<file path="config.mk">
export PLATFORM = sky130hd
export DESIGN_NAME = mem_reduce_unit_flat
export DESIGN_NICKNAME = d
export VERILOG_FILES = /design/src/rtl/mem_reduce_unit_if.sv /design/src/rtl/mem_reduce_unit.sv /design/src/flat_wrapper.sv
export SDC_FILE = /design/constraint.sdc
export NUM_CORES = 1
export LEC_CHECK = 0
export ABC_CLOCK_PERIOD_IN_PS = 5700
export CAP_MARGIN = 20
export CORE_AREA = 8 8 141 176
export CTS_CLUSTER_DIAMETER = 60
export DETAILED_ROUTE_END_ITERATION = 8
export DIE_AREA = 0 0 149 184
export GPL_TIMING_DRIVEN = 0
export SYNTH_ARGS = -nofsm -noshare
export SYNTH_HDL_FRONTEND = slang
export SYNTH_SLANG_ARGS = --single-unit
</file>
<file path="constraint.sdc">
create_clock -name clk -period 5.7 [get_ports clk]
set_input_delay 1.71 -clock clk [delete_from_list [all_inputs] [get_ports clk]]
set_output_delay 1.71 -clock clk [all_outputs]
set_load 0.005 [all_outputs]
</file>
<file path="src/rtl/mem_reduce_unit_if.sv">
// rtl/mem_reduce_unit_if.sv - host bus of mem_reduce_unit: word read/write port plus reduction control/result.
interface mem_reduce_if #(
  parameter int DATA_W = 8,
  parameter int ADDR_W = 3,
  parameter int ACC_W  = 8
);
  logic [ADDR_W-1:0] addr;
  logic              we;
  logic [DATA_W-1:0] din;
  logic              re;
  logic [DATA_W-1:0] dout;
  logic              start;
  logic [ADDR_W-1:0] first;
  logic [ADDR_W-1:0] last;
  logic [1:0]        mode;
  logic              busy;
  logic              done;
  logic [ACC_W-1:0]  ans;

  modport master (
    output addr, we, din, re, start, first, last, mode,
    input  dout, busy, done, ans
  );

  modport slave (
    input  addr, we, din, re, start, first, last, mode,
    output dout, busy, done, ans
  );
endinterface

</file>
<file path="src/rtl/mem_reduce_unit.sv">
// rtl/mem_reduce_unit.sv - register-file memory with SUM/MAX/MIN/XOR range reduction over a wrap-around range.
// Optional macro REDUCE_SAT_EN: SUM saturates at all-ones instead of wrapping.
module mem_reduce_unit #(
  parameter int DATA_W = 8,
  parameter int ADDR_W = 3,
  parameter int ACC_W  = 8
) (
  input  logic          clk,
  input  logic          rst,
  mem_reduce_if.slave   bus
);
  localparam int DEPTH = 1 << ADDR_W;

  typedef enum logic {IDLE, RUN} state_t;

  state_t            state_q, state_d;
  logic [DATA_W-1:0] mem_q [DEPTH];
  logic [DATA_W-1:0] dout_q;
  logic [ACC_W-1:0]  acc_q, ans_q;
  logic [ADDR_W-1:0] ptr_q, rem_q;
  logic [1:0]        mode_q;
  logic              done_q;

  logic              busy, load_en, step_en, last_step;
  logic [ACC_W-1:0]  elem, acc_init, acc_nxt;
`ifdef REDUCE_SAT_EN
  logic [ACC_W:0]    sum_ext;
`endif

  always_ff @(posedge clk or posedge rst) begin
    if (rst) state_q <= IDLE;
    else     state_q <= state_d;
  end

  // rem_q holds elements left after the current one, so zero marks the final step
  always_comb begin
    state_d = state_q;
    case (state_q)
      IDLE:    if (bus.start) state_d = RUN;
      RUN:     if (rem_q == '0) state_d = IDLE;
      default: state_d = IDLE;
    endcase
  end

  always_comb begin
    busy      = (state_q == RUN);
    load_en   = (state_q == IDLE) && bus.start;
    step_en   = (state_q == RUN);
    last_step = (state_q == RUN) && (rem_q == '0);
  end

  assign elem     = ACC_W'(mem_q[ptr_q]);
  assign acc_init = (bus.mode == 2'd2) ? '1 : '0;

  always_comb begin
    acc_nxt = acc_q;
`ifdef REDUCE_SAT_EN
    sum_ext = {1'b0, acc_q} + {1'b0, elem};
`endif
    case (mode_q)
      2'd0: begin
`ifdef REDUCE_SAT_EN
        acc_nxt = sum_ext[ACC_W] ? '1 : sum_ext[ACC_W-1:0];
`else
        acc_nxt = acc_q + elem;
`endif
      end
      2'd1:    acc_nxt = (elem > acc_q) ? elem : acc_q;
      2'd2:    acc_nxt = (elem < acc_q) ? elem : acc_q;
      default: acc_nxt = acc_q ^ elem;
    endcase
  end

  // Nonblocking read and write on the same edge give read-before-write for free
  always_ff @(posedge clk or posedge rst) begin
    if (rst) begin
      for (int i = 0; i < DEPTH; i++) mem_q[i] <= '0;
      dout_q <= '0;
      acc_q  <= '0;
      ans_q  <= '0;
      ptr_q  <= '0;
      rem_q  <= '0;
      mode_q <= '0;
      done_q <= 1'b0;
    end else begin
      done_q <= 1'b0;
      if (bus.we && !busy) mem_q[bus.addr] <= bus.din;
      if (bus.re) dout_q <= mem_q[bus.addr];
      if (load_en) begin
        ptr_q  <= bus.first;
        rem_q  <= bus.last - bus.first;
        mode_q <= bus.mode;
        acc_q  <= acc_init;
      end else if (step_en) begin
        acc_q <= acc_nxt;
        ptr_q <= ptr_q + 1'b1;
        rem_q <= rem_q - 1'b1;
        if (last_step) begin
          ans_q  <= acc_nxt;
          done_q <= 1'b1;
        end
      end
    end
  end

  assign bus.dout = dout_q;
  assign bus.busy = busy;
  assign bus.done = done_q;
  assign bus.ans  = ans_q;
endmodule
</file>
<file path="src/flat_wrapper.sv">
// flat-port wrapper written by rule: the top's interface ports become plain ports
module mem_reduce_unit_flat 
#(
  parameter int DATA_W = 8,
  parameter int ADDR_W = 3,
  parameter int ACC_W  = 8
)
  (clk, rst, bus_addr, bus_we, bus_din, bus_re, bus_start, bus_first, bus_last, bus_mode, bus_dout, bus_busy, bus_done, bus_ans);
  mem_reduce_if #(.DATA_W(DATA_W), .ADDR_W(ADDR_W), .ACC_W(ACC_W)) bus_i ();
  input  logic clk;
  input  logic rst;
  input wire logic [$bits(bus_i.addr)-1:0] bus_addr;
  input wire logic [$bits(bus_i.we)-1:0] bus_we;
  input wire logic [$bits(bus_i.din)-1:0] bus_din;
  input wire logic [$bits(bus_i.re)-1:0] bus_re;
  input wire logic [$bits(bus_i.start)-1:0] bus_start;
  input wire logic [$bits(bus_i.first)-1:0] bus_first;
  input wire logic [$bits(bus_i.last)-1:0] bus_last;
  input wire logic [$bits(bus_i.mode)-1:0] bus_mode;
  output wire logic [$bits(bus_i.dout)-1:0] bus_dout;
  output wire logic [$bits(bus_i.busy)-1:0] bus_busy;
  output wire logic [$bits(bus_i.done)-1:0] bus_done;
  output wire logic [$bits(bus_i.ans)-1:0] bus_ans;
  assign bus_i.addr = bus_addr;
  assign bus_i.we = bus_we;
  assign bus_i.din = bus_din;
  assign bus_i.re = bus_re;
  assign bus_i.start = bus_start;
  assign bus_i.first = bus_first;
  assign bus_i.last = bus_last;
  assign bus_i.mode = bus_mode;
  assign bus_dout = bus_i.dout;
  assign bus_busy = bus_i.busy;
  assign bus_done = bus_i.done;
  assign bus_ans = bus_i.ans;
  mem_reduce_unit #(.DATA_W(DATA_W), .ADDR_W(ADDR_W), .ACC_W(ACC_W)) u_core (.clk(clk), .rst(rst), .bus(bus_i));
endmodule
</file>
==> run summary <==
Based on the critical path, the design can be clocked at up to around 260 MHz. The analysis attributes to cell leakage a power of roughly 0.003 uW. The worst-skew pair later-pin latency is 360 ps. The remaining routing DRC violations is 0.

The repair_antennas step left the layout with diodes totalling 0. The worst hold slack came out at ~490 ps. The worst setup path is of the input port to register kind. The mean instance size in the synthesized netlist came out at 12.4 um2. The total I/O pin count came out at between 40 and 50. The number of placement rows came out at between 60 and 70.

In this run the vertical extent of the chip is ~180 um. The number of clock sinks seen by CTS is ~100. The number of enable-type register cells in the synthesized netlist came out at 0.

The largest driver fanout on the critical path came out at 10. The post-CTS repair timing setup buffer count is 0. The slowest stage of the critical path belongs to the cell sky130_fd_sc_hd__nor3b_2.

The worst path arrival time came out at approximately 4000 ps. Global routing used between 10% and 20% of the available tracks. Across the whole layout, storage elements account for roughly 0.0025 mm2. STA classifies the critical path endpoint as a register. The number of buffers on the longest clock path came out at 2. The wire length of the first global-routing pass came out at 23500 um. The area growth from synthesis to final layout came out at 18.2%. In this run the clock root is driven by a sky130_fd_sc_hd__clkbuf_16.

The first TritonRoute pass finished after 5 iterations. The clock-pin transition on the worst setup and hold timing paths is roughly 70 ps. The tool flagged a number of max-cap violations equal to 0. The net count of the finished layout is 567.

The DRC violation total after the first TritonRoute iteration came out at around 260. The analysis attributes to net switching a power of around 1700 uW. The path class of the tightest hold or removal check is register to register. The largest single stage delay on the critical path is approximately 900 ps. The routed wire length per instance came out at between 15 and 20 um. The internal power summed over all cells came out at approximately 2500 uW. The post-cts resize count is 0.

The portion of total power attributed to combinational logic came out at between 50% and 60%. The fraction of registers with async set or reset after synthesis is 100%. IR analysis of the VDD net gives a maximum drop of about 0.00024 V. The switching power share of the total is 41.0%. The power share of the sequential group came out at ~28%. The count of mapped cells out of synthesis is approximately 470. The die span in x came out at 149 um. The number of distinct library cells after synthesis came out at between 60 and 70. The initial antenna violation count is 0. The final route contains roughly 4000 vias. The floorplan die area came out at about 0.027 mm2. The total power per unit cell area came out at between 600 and 700 mW/mm2. The number of global-route vias before repair is roughly 4100.

The total length of routed wires is around 15000 um. The routability congestion estimate is 0.849. The final critical-path setup slack came out at ~1900 ps. Buffers inserted to repair hold after CTS numbered 0. The detail-routed via count per cell is about 5.

The detailed-placement wirelength estimate is 10700 um. The setup clock skew after layout came out at between 6 and 7 ps. The final critical path time including I/O delays and setup came out at approximately 3800 ps. The number of max-slew violations in the final report came out at 0. The clock network is responsible for 14.2% of the overall power. The required time of the critical path came out at approximately 6000 ps. The number of I/O port buffers came out at 39. Clock tree synthesis inserted a total of 9 buffers. The number of failing hold endpoints at the final stage came out at 0. The ratio of final minimum period to clock period came out at between 60% and 70%. The share of the core filled with cells in the final layout is a little under a third. The filler cell count came out at 2255. Summing every instance area after synthesis gives 0.00582 mm2. The leftover overflow at the end of global routing is 0. The Yosys step of the flow raised 0 warnings. Headroom to the max-slew limit came out at 34.3%. Setup repair after global routing left no endpoint under its margin. At the pin with the least slew margin, the transition time is about 980 ps. The multi-input combinational cells in the finished layout cover a total of around 0.0032 mm2. The setup-violating endpoint count in the final report is 0. The synthesized netlist net count came out at roughly 520.

TritonCTS built the clock tree. The largest net degree at the start of global routing came out at 67. After synthesis the netlist holds a flip-flop and latch count of 98. The worst setup slack before clock tree synthesis came out at roughly 1500 ps.

The worst setup path is launched from an input port. The number of antenna-violating nets in the routed design is 0. The sequential fraction of the synthesis area is ~42%.

The starting density of the core came out at a little over a quarter. The floorplan core area came out at between 0.02 and 0.025 mm2. The flow ran to the end, and the final reports show no timing, DRC or antenna violations. Traced cell by cell, the critical path runs through clkdlybuf4s50_1, clkbuf_1, nor3b_2, mux2_2. The level count of the clock H-tree came out at 3. The fraction of layout instances using a drive strength above 1 is ~28%.

Among all flip-flop cells after synthesis, the most frequent one is sky130_fd_sc_hd__dfrtp_1. The power consumption came out at 4230 uW.
==> metal layers <==
| metal | routed length, um | global-route usage (%) |
|---|---|---|
| met1 | 6520 | 14.1 |
| met2 | 7370 | 18.5 |
| met3 | 659 | 2.12 |
| met4 | 317 | 4.57 |
| met5 | 0 | 0 |
==> flip-flops by register name (all words and copies together) (netlist names) <==
name             flops
u_core.bus.dout      8
u_core.bus.ans       8
u_core.rem_q         3
u_core.mode_q        2
u_core.bus.done      1
u_core.mem_q        64
u_core.bus.busy      1
u_core.acc_q         8
u_core.ptr_q         3
==> critical path: cells and delay by family <==
kind / cells / cell delay (ps)
buf+inv: 2 / 1050
mux: 1 / 410
simple gates: 1 / 900
==> synthesized netlist by cell type, drive strengths merged, types with 2 or more instances <==
cell	count	area, um2
ha	19	238
o31ai	2	15.0
nand2	30	120
o211ai	4	30.0
a21o	3	22.5
dfrtp	98	2450
o21bai	2	15.0
mux4	35	803
xnor2	5	43.8
a21oi	27	143
nor3b	3	32.5
a31oi	3	18.8
fa	2	40.0
nor2	23	86.3
nand4	3	18.8
nand3b	3	22.5
a211oi	3	27.5
clkbuf	11	41.3
nor2b	4	25.0
xor2	2	17.5
nand2b	4	27.5
nand3	4	20.0
mux2	75	848
mux2i	18	180
o221ai	2	23.8
inv	25	93.8
buf	12	75.1
a22oi	2	15.0
o31a	2	17.5
a311oi	2	17.5
o21ai	25	129
==> final timing paths <==
| check | depth (start not counted) | endpoint | start | slack [ps] |
|---|---|---|---|---|
| max | 4 | u_core.mem_q[20] | bus_addr[2] | 1870 |
| max reg2reg | 12 | u_core.acc_q[1] | u_core.ptr_q[0] | 1960 |
| max in group asynchronous | 3 | u_core.acc_q[5] | rst | 3270 |
| min in group asynchronous | 2 | u_core.bus.ans[2] | rst | 1730 |
| min reg2reg | 2 | u_core.bus.ans[0] | u_core.bus.ans[0] | 490 |
| min | 2 | u_core.bus.ans[0] | u_core.bus.ans[0] | 490 |
==> area by class of cell <==
cell class                 instances  share of cell area (%)
timing repair buffer              40                    6.08
sequential                        98                    35.7
multi-input combinational        324                    45.8
buffer                            23                    1.69
inverter                          26                    1.46
tap                              283                    5.15
clock inverter                     7                   0.855
clock buffer                       9                    3.28
==> cell usage in the layout, fill, tap and decap left out, types with 3 or more instances in the layout <==
master,n
sky130_fd_sc_hd__nand2_1,29
sky130_fd_sc_hd__nor2b_1,4
sky130_fd_sc_hd__nand2b_1,3
sky130_fd_sc_hd__buf_1,3
sky130_fd_sc_hd__clkbuf_1,11
sky130_fd_sc_hd__nand3_1,4
sky130_fd_sc_hd__dfrtp_1,98
sky130_fd_sc_hd__nand3b_1,3
sky130_fd_sc_hd__o21ai_1,7
sky130_fd_sc_hd__o211ai_1,4
sky130_fd_sc_hd__clkdlybuf4s50_1,39
sky130_fd_sc_hd__buf_6,3
sky130_fd_sc_hd__buf_2,6
sky130_fd_sc_hd__inv_6,3
sky130_fd_sc_hd__xnor2_1,5
sky130_fd_sc_hd__mux4_2,31
sky130_fd_sc_hd__nand4_1,3
sky130_fd_sc_hd__mux2i_1,18
sky130_fd_sc_hd__nor2_1,23
sky130_fd_sc_hd__clkbuf_16,9
sky130_fd_sc_hd__a21oi_1,25
sky130_fd_sc_hd__a21o_1,3
sky130_fd_sc_hd__inv_1,22
sky130_fd_sc_hd__ha_1,19
sky130_fd_sc_hd__o21ai_0,17
sky130_fd_sc_hd__mux2_2,74
sky130_fd_sc_hd__mux4_1,4
sky130_fd_sc_hd__a31oi_1,3
==> power groups by stage <==
| stage | logic, uW | clock network, uW | registers (uW) |
|---|---|---|---|
| 3_5_place_dp | 2430 | 0 | 1210 |
| 3_3_place_gp | 2400 | 0 | 1200 |
| 2_1_floorplan | 1870 | 0 | 1140 |
| 6_report | 2440 | 600 | 1190 |
| 5_1_grt | 2670 | 641 | 1240 |
| 4_1_cts | 2450 | 614 | 1190 |
==> stage by stage <==
stage                     setup TNS (ps)  instance area [um2]  std cells
after floorplan                        0                 5820        471
after global placement            -27990                 6560        793
after detailed placement               0                 6590        794
after CTS                              0                 6880        810
after global routing                   0                 6880        810
final                                  0                 6880        810
==> kinds of logic (layout without fill, tap and decap cells) <==
kind of cell,after synthesis,in the layout,share of synthesized area [%]
AOI/OAI and AO/OA,88,88,10.1
xor gates and xnor gates,7,7,1.05
adders and majority gates,21,21,4.77
buffers and inverters,49,105,3.68
DFF,98,98,42.2
muxes,128,128,31.5
and+or+nand+nor,80,80,6.73
(Power assumes the default switching activity.)
